--- src/rtl/mat_vec_mult.sv ---
// rtl/mat_vec_mult.sv - sequential Q-format vector x matrix multiplier, one MAC per cycle.
// Walks each column over all rows, then emits one saturated result element per column.
module mat_vec_mult #(
  parameter int ROWS = 4,
  parameter int COLS = 32,
  parameter int FRAC = 8,
  localparam int RW = (ROWS > 1) ? $clog2(ROWS) : 1,
  localparam int CW = (COLS > 1) ? $clog2(COLS) : 1
) (
  input  logic          clk,
  input  logic          rst_n,
  input  logic          start,
  input  logic          abort,
  output logic          busy,
  output logic          ready,
  output logic [RW-1:0] mat_row,
  output logic [CW-1:0] mat_col,
  input  logic [15:0]   mat_data,
  input  logic [15:0]   vec_data,
  output logic          res_we,
  output logic [CW-1:0] res_idx,
  output logic [15:0]   res_data
);

  // Accumulator holds ROWS full products without overflow, plus a sign guard bit.
  localparam int AW = 32 + $clog2(ROWS) + 1;
  localparam logic [RW-1:0] LAST_ROW = RW'(ROWS - 1);
  localparam logic [CW-1:0] LAST_COL = CW'(COLS - 1);
  localparam logic signed [AW-1:0] SAT_MAX = AW'(32767);
  localparam logic signed [AW-1:0] SAT_MIN = AW'(-32768);

  typedef enum logic [1:0] {
    S_IDLE,
    S_MAC,
    S_WRITE,
    S_DONE
  } state_t;

  state_t               r_state;
  state_t               w_state_nxt;
  logic [RW-1:0]        r_row;
  logic [RW-1:0]        w_row_nxt;
  logic [CW-1:0]        r_col;
  logic [CW-1:0]        w_col_nxt;
  logic signed [AW-1:0] r_acc;
  logic signed [AW-1:0] w_acc_nxt;

  logic signed [31:0]   w_prod;
  logic signed [AW-1:0] w_prod_ext;
  logic signed [AW-1:0] w_shift;
  logic [15:0]          w_sat;

  assign w_prod     = $signed(vec_data) * $signed(mat_data);
  assign w_prod_ext = {{(AW - 32){w_prod[31]}}, w_prod};
  // Arithmetic shift floors toward minus infinity; no rounding is applied.
  assign w_shift    = r_acc >>> FRAC;

  always_comb begin
    if (w_shift > SAT_MAX) begin
      w_sat = 16'h7FFF;
    end else if (w_shift < SAT_MIN) begin
      w_sat = 16'h8000;
    end else begin
      w_sat = w_shift[15:0];
    end
  end

  always_ff @(posedge clk or negedge rst_n) begin
    if (!rst_n) begin
      r_state <= S_IDLE;
      r_row   <= '0;
      r_col   <= '0;
      r_acc   <= '0;
    end else begin
      r_state <= w_state_nxt;
      r_row   <= w_row_nxt;
      r_col   <= w_col_nxt;
      r_acc   <= w_acc_nxt;
    end
  end

  always_comb begin
    w_state_nxt = r_state;
    w_row_nxt   = r_row;
    w_col_nxt   = r_col;
    w_acc_nxt   = r_acc;
    busy        = 1'b0;
    ready       = 1'b0;
    res_we      = 1'b0;
    res_data    = 16'h0000;

    case (r_state)
      S_IDLE: begin
        // abort outranks start so a cancel issued alongside a request wins.
        if (start && !abort) begin
          w_state_nxt = S_MAC;
          w_row_nxt   = '0;
          w_col_nxt   = '0;
          w_acc_nxt   = '0;
        end
      end

      S_MAC: begin
        busy = 1'b1;
        if (abort) begin
          w_state_nxt = S_IDLE;
          w_row_nxt   = '0;
          w_col_nxt   = '0;
          w_acc_nxt   = '0;
        end else begin
          w_acc_nxt = r_acc + w_prod_ext;
          if (r_row == LAST_ROW) begin
            w_state_nxt = S_WRITE;
          end else begin
            w_row_nxt = r_row + RW'(1);
          end
        end
      end

      S_WRITE: begin
        // The write strobe is unconditional here: an abort only stops what follows.
        busy      = 1'b1;
        res_we    = 1'b1;
        res_data  = w_sat;
        w_acc_nxt = '0;
        w_row_nxt = '0;
        if (abort) begin
          w_state_nxt = S_IDLE;
          w_col_nxt   = '0;
        end else if (r_col == LAST_COL) begin
          w_state_nxt = S_DONE;
        end else begin
          w_col_nxt   = r_col + CW'(1);
          w_state_nxt = S_MAC;
        end
      end

      S_DONE: begin
        busy        = 1'b1;
        ready       = 1'b1;
        w_state_nxt = S_IDLE;
        w_col_nxt   = '0;
      end

      default: begin
        w_state_nxt = S_IDLE;
      end
    endcase
  end

  assign mat_row = r_row;
  assign mat_col = r_col;
  assign res_idx = r_col;

endmodule

--- config.mk ---
export PLATFORM = sky130hd
export DESIGN_NAME = mat_vec_mult
export DESIGN_NICKNAME = d
export VERILOG_FILES = /design/src/rtl/mat_vec_mult.sv
export SDC_FILE = /design/constraint.sdc
export NUM_CORES = 1
export LEC_CHECK = 0
export CAP_MARGIN = 5
export CORE_MARGIN = 1
export CORE_UTILIZATION = 65
export CTS_CLUSTER_SIZE = 28
export DETAILED_ROUTE_END_ITERATION = 10
export DONT_BUFFER_PORTS = 1
export PLACE_DENSITY = 0.82
export RECOVER_POWER = 25
export SYNTH_ARGS = -nofsm -noshare
export SYNTH_HDL_FRONTEND = slang
export SYNTH_SLANG_ARGS = --single-unit
--- constraint.sdc ---
create_clock -name clk -period 6.9 [get_ports clk]
set_input_delay 1.725 -clock clk [delete_from_list [all_inputs] [get_ports clk]]
set_output_delay 1.725 -clock clk [all_outputs]
set_load 0.02 [all_outputs]
* Yosys cells after proc, flatten, opt, wreduce, memory -nomap -nowiden
Cells that the tools add are included.
** Storage, ports and cells
- Register bits after elaboration :: 44
- Output and inout bits :: 31
- Logic and storage cells :: 53
- Input port bits :: 36
** Cells by class
- Reductions and logical operators :: 9
- Order comparisons :: 2
- Multiplexer cells :: 24
- Multiply operators :: 1
- Equality and inequality tests :: 10
- Add/subtract/negate cells :: 3
** Operators by type and width (number)
- 35-bit case mux with 3 select lines :: 1
- 35-bit 2-to-1 mux :: 2
- 16-bit 2-to-1 mux :: 3
- 35-bit by 32-bit adder with 35-bit output :: 1
- 16-bit by 16-bit multiplier with 32-bit output :: 1
- 27-bit by 16-bit > comparator with 1-bit output (second input constant) :: 1
- 27-bit by 16-bit < comparator with 1-bit output (second input constant) :: 1
- 5-bit 2-to-1 mux :: 4
- 5-bit case mux with 4 select lines :: 1
- 2-bit 2-to-1 mux :: 8
- 3-bit != test (second input constant) :: 3
- 2-bit case mux with 4 select lines :: 1
- 2-bit == test (second input constant) :: 3
- 2-bit case mux with 3 select lines :: 1
- 3-bit AND reduction :: 2
- 5-bit by 1-bit adder with 5-bit output (second input constant) :: 1
- 5-bit == test (second input constant) :: 1
- 2-bit != test (second input constant) :: 2
- 2-bit AND reduction :: 2
- 1-bit 2-to-1 mux :: 3
- 3-bit nonzero test :: 1
- 3-bit OR reduction :: 1
- 2-bit by 1-bit adder with 2-bit output (second input constant) :: 1
- 2-bit by 1-bit == test with 1-bit output (second input constant) :: 1
- other kinds (3) :: 3

* Longest topological paths before layout
Gate-level depths: netlist of run 1.
- Depth after elaboration :: 4
- Depth in mapped cells :: 22
- Mapped depth without buffers :: 21

* Worst setup path after synthesis of run 1
No wires, ideal clock.
- Kind :: input to register
- From :: input vec_data[15]
- To :: register r_acc[34]
- Arrival time :: 7.378 ns
- Setup time :: 0.132 ns
- Buffers on the path :: 2
- Required time :: 6.768 ns
- Slack :: -0.609 ns
- Stages :: 20
- Cell sequence :: clkbuf_1 nand2_1 inv_1 fa_1 fa_1 fa_1 fa_1 fa_1 inv_1 fa_1 inv_1 ha_1 clkbuf_1 a21o_1 a21o_1 a2111oi_0 o31ai_1 a311oi_1 mux2i_1 nand4_1
** On the way
- Cells in the longest elaborated chain, start to end :: 4
** RTL lines
- start, declared :: line 19 : input logic [15:0] vec_data,
- 16-bit by 16-bit multiplier with 32-bit output :: line 53 : assign w_prod = $signed(vec_data) * $signed(mat_data);
- 35-bit by 32-bit adder with 35-bit output :: line 111 : w_acc_nxt = r_acc + w_prod_ext;
- 35-bit 2-to-1 mux :: line 105 : if (abort) begin
- 35-bit case mux with 3 select lines :: line 92 : case (r_state)
- end signal, assigned :: line 78 : r_acc <= w_acc_nxt;
- end, declared :: line 45 : logic signed [AW-1:0] r_acc;
Every way passes these cells.
A chain may end at the register's enable or synchronous reset.

* Final worst setup path of run 1
- From :: input mat_data[15]
- To :: register r_acc[34]
** On the way
- Cells in the longest elaborated chain, start to end :: 4
** RTL lines
- start, declared :: line 18 : input logic [15:0] mat_data,
- 16-bit by 16-bit multiplier with 32-bit output :: line 53
- 35-bit by 32-bit adder with 35-bit output :: line 111
- 35-bit 2-to-1 mux :: line 105
- 35-bit case mux with 3 select lines :: line 92
Every way passes these cells.

==> summary.txt, run 1 <==
Worst setup path
  – CP max-delay cell: fa_2
  – Crit-path leading delay family: adder cells
  – Worst path buffer plus inverter count: 4
  – Setup CP Type: in -> reg
  – Crit-path max FO: 5
  – Startpoint Class: primary input
  – Reg2Reg Capture Point: r_acc[34]$_DFFE_PN0P_
  – Worst setup EP type: flip-flop
  – Arrival @ worst endpoint: between 7000 and 8000 ps
  – R2r setup slk: around 1700 ps
  – Slowest stage delay, CP: between 500 and 600 ps
  – Crit path top cell by count: fa_1
  – RR Startpoint: r_acc[15]$_DFFE_PN0P_
  – Worst Reg2Reg Path Length in Cells: 17
  – Worst EP required: slightly above 7000 ps
  – Cells along the critical path: clkinvlp_4 -> buf_6 -> nor2_2 -> fa_1 -> fa_2 -> fa_1 -> fa_1 -> fa_1 -> inv_1 -> fa_1 -> inv_1 -> ha_4 -> a211oi_4 -> o211ai_1 -> a2111oi_4 -> o31ai_4 -> a311oi_2 -> mux2i_1 -> nand4_1

Hold path
  – Hold Crit Depth: 1
  – Hold Path Sink: r_acc[1]$_DFFE_PN0P_
  – Class of the worst hold path: reg -> reg
  – Min-delay src: r_acc[1]$_DFFE_PN0P_

Drt
  – Via count: between 10000 and 15000
  – DR vias/cell: roughly 5.7
  – Drt wl/cell: 19.0 um
  – DRC: 0
  – Final wirelength: 34300 um
  – First-pass detailed-route iteration total: 5
  – DR iter-0 viols: about 690
  – Final ANT Viol Nets: 0

Die
  – Die W: ~150 um
  – Row cnt: 52
  – Die area: ~0.021 sq mm
  – Starting density of the core: approximately two thirds
  – Core box area: just over 0.02 sq mm
  – Die height: between 100 and 150 um
  – Ports: 67

Global route
  – Antenna violations before repair: 0
  – Largest net degree at the start of global routing: between 40 and 50
  – Total GRT Usage: roughly 33%
  – Grt ovf: 0
  – First-pass GRT wire length: approximately 55000 um
  – Vias in the first global route: ~11000

Timing
  – Worst-margin pin slew: 753 ps
  – Final Hold Viols: 0
  – Final worst-path cycle share: 101%
  – Slew Viols, Final: 0
  – Setup ws final: -46.5 ps
  – Slew HR: between 40% and 50%
  – RSZ-0062 raised after global routing: true
  – Max Freq: 144 MHz
  – Post-route setup TNS: -58.2 ps
  – Final setup skew: around 5.3 ps
  – Final setup fails: 3
  – Min Clock Period, post-route: slightly below 7000 ps

CTS
  – Worst-path clk slew: roughly 60 ps
  – Clock sinks: 44
  – TritonCTS clock tree: built
  – Cts bufs inserted: 5
  – Worst skew pair latency: roughly 280 ps
  – Max Buffers Root-to-Sink: 2
  – Root Buffer: clkbuf_16
  – H-Tree Depth: 2

Logic synthesis
  – Cells after synthesis: approximately 1500
  – Register area share after synthesis: 8.16%
  – Synth Flop Type: dfrtp_1
  – Mapped Area: 0.0135 sq mm
  – EDFF count, synth: 0
  – Synth warn: 0
  – Post-synth ARST share: 100%
  – Syn avg cell area: 9.16 sq um
  – Distinct cells, synth: 55
  – Synth Register Bits: 44
  – Syn Nets: about 1900

Job
  – Max_cap viols: 0

Cells and area
  – Fillers: between 1000 and 1500
  – # diodes: 0
  – Layout cell share with drive strength beyond 1: between 10% and 20%
  – Syn-to-layout area delta: 12.3%
  – # nets final: around 2000

Status
  – Failing checks: setup timing
  – Status: finished, violations left

Placed design
  – IO buf count: 0
  – GP Congestion: between 0.9 and 1
  – Post-DP HPWL: 27300 um
cells in the mapped netlist (all sizes together) (8+ instances only):
cell type	number	area, sq um
ha	107	1340
nor2	56	210
nand2b	8	50.1
xnor2	20	175
inv	369	1390
fa	310	6210
dfrtp	44	1100
nand3	15	75.1
xor2	11	96.3
a21o	12	90.1
a21oi	23	115
o21ai	45	225
and3	8	50.1
and2	126	788
nand2	172	646
clkbuf	47	178
how the worst max path moves through the flow:
stage	from	end	slack, ps	cells past startpoint
after floorplan	vec_data[15]	r_acc[34]$_DFFE_PN0P_	-190	20
after global placement	vec_data[5]	r_acc[34]$_DFFE_PN0P_	-260	19
after detailed placement	mat_data[3]	r_acc[34]$_DFFE_PN0P_	-420	19
after CTS	mat_data[4]	r_acc[32]$_DFFE_PN0P_	-30	19
after global routing	mat_data[15]	r_acc[34]$_DFFE_PN0P_	-230	19
final	mat_data[15]	r_acc[34]$_DFFE_PN0P_	-50	19
kinds of logic (layout without fill, tap and decap cells):
logic type               count (synthesis)  after routing  share of synthesized area (%)
AO/OA/AOI/OAI                          135            135                           6.66
XOR/XNOR                                31             31                           2.01
AND/OR/NAND/NOR                        420            420                           15.1
buffers and inverters                  423            484                           11.9
multiplexers                             3              3                          0.232
flip-flops                              44             44                           8.16
adder cells (fa/ha/maj)                417            417                           55.9
metal layers:
metal | wire length [um] | global-route usage [%]
met5 | 0 | 0
met4 | 1170 | 8.49
met3 | 2720 | 5.19
met2 | 17100 | 56.3
met1 | 13300 | 44.0
sequential cells by signal, summed over array words and instances, names as in the netlist:
| signal | count |
|---|---|
| mat_col | 5 |
| mat_row | 2 |
| r_acc | 35 |
| r_state | 2 |
placed cells by master, fill, tap and decap left out, types with 7 or more instances in the layout:
cell type	netlist	layout
inv_1	369	354
fa_1	310	298
nand2_1	172	164
and2_1	126	120
buf_4	5	100
ha_1	107	88
nor2_1	56	50
dfrtp_1	44	44
o21ai_0	41	38
xnor2_1	20	20
ha_4	0	18
a21oi_1	23	15
nand3_1	15	14
inv_2	0	14
a21o_1	12	12
fa_2	0	12
xor2_1	11	11
nor2b_1	7	7
nand2b_1	8	7
worst register-to-register path, stage by stage, from the launching register on:
cell and delay, ps:
dfrtp_1 410, inv_1 100, fa_1 510, inv_1 50, fa_1 440, fa_1 530, fa_1 550, inv_1 50
fa_1 490, inv_1 60, ha_1 220, a21oi_4 180, o211ai_1 210, a2111oi_4 470, o31ai_4 180, a311oi_2 280
mux2i_1 220, nand4_1 80
final cells by class:
class	instances	area [sq um]	share of cell area (%)
multi-input combinational	1006	11300	74.8
inverter	369	1390	9.16
sequential	44	1100	7.26
timing repair buffer	107	847	5.59
tap	270	338	2.23
clock buffer	7	143	0.941
clock inverter	1	7.51	0.0495
what timing repair did:
action / in CTS / in global routing
gates resized for setup: 2 / 73
endpoints found under the setup margin: 5 / 15
gates cloned: 0 / 0
pin swaps: 6 / 72
hold buffers: 0 / 0
hold endpoints to repair: 0 / 0
setup buffers: 1 / 18
stage by stage:
step | hold slack, ps | worst slack, ps | area, sq um | instances | util, %
finish | 519 | -46.5 | 15200 | 1804 | 74.7
global route | 536 | -225 | 15200 | 1804 | 74.7
floorplan | 456 | -192 | 13900 | 1473 | -
CTS | 520 | -26.4 | 14700 | 1787 | 72.3
detailed placement | 504 | -421 | 14500 | 1778 | 71.5
global placement | 490 | -257 | 14500 | 1778 | 71.5
Power of run 1 is not shown: default switching activity piles up to over one toggle a cycle in this logic, so the estimate is an artifact.
==> run 2, diff against run 1 <==
--- a/config.mk
+++ b/config.mk
@@ -11,8 +11,11 @@
 export CTS_CLUSTER_SIZE = 28
 export DETAILED_ROUTE_END_ITERATION = 10
 export DONT_BUFFER_PORTS = 1
+export HOLD_SLACK_MARGIN = 0.06
 export PLACE_DENSITY = 0.82
 export RECOVER_POWER = 25
+export SLEW_MARGIN = 0
 export SYNTH_ARGS = -nofsm -noshare
 export SYNTH_HDL_FRONTEND = slang
 export SYNTH_SLANG_ARGS = --single-unit
+export TNS_END_PERCENT = 100
==> results of run 2 <==
Same layout as run 1: the final DEF is identical, and so are final timing and power.
Power of run 2 is left out for the same reason.
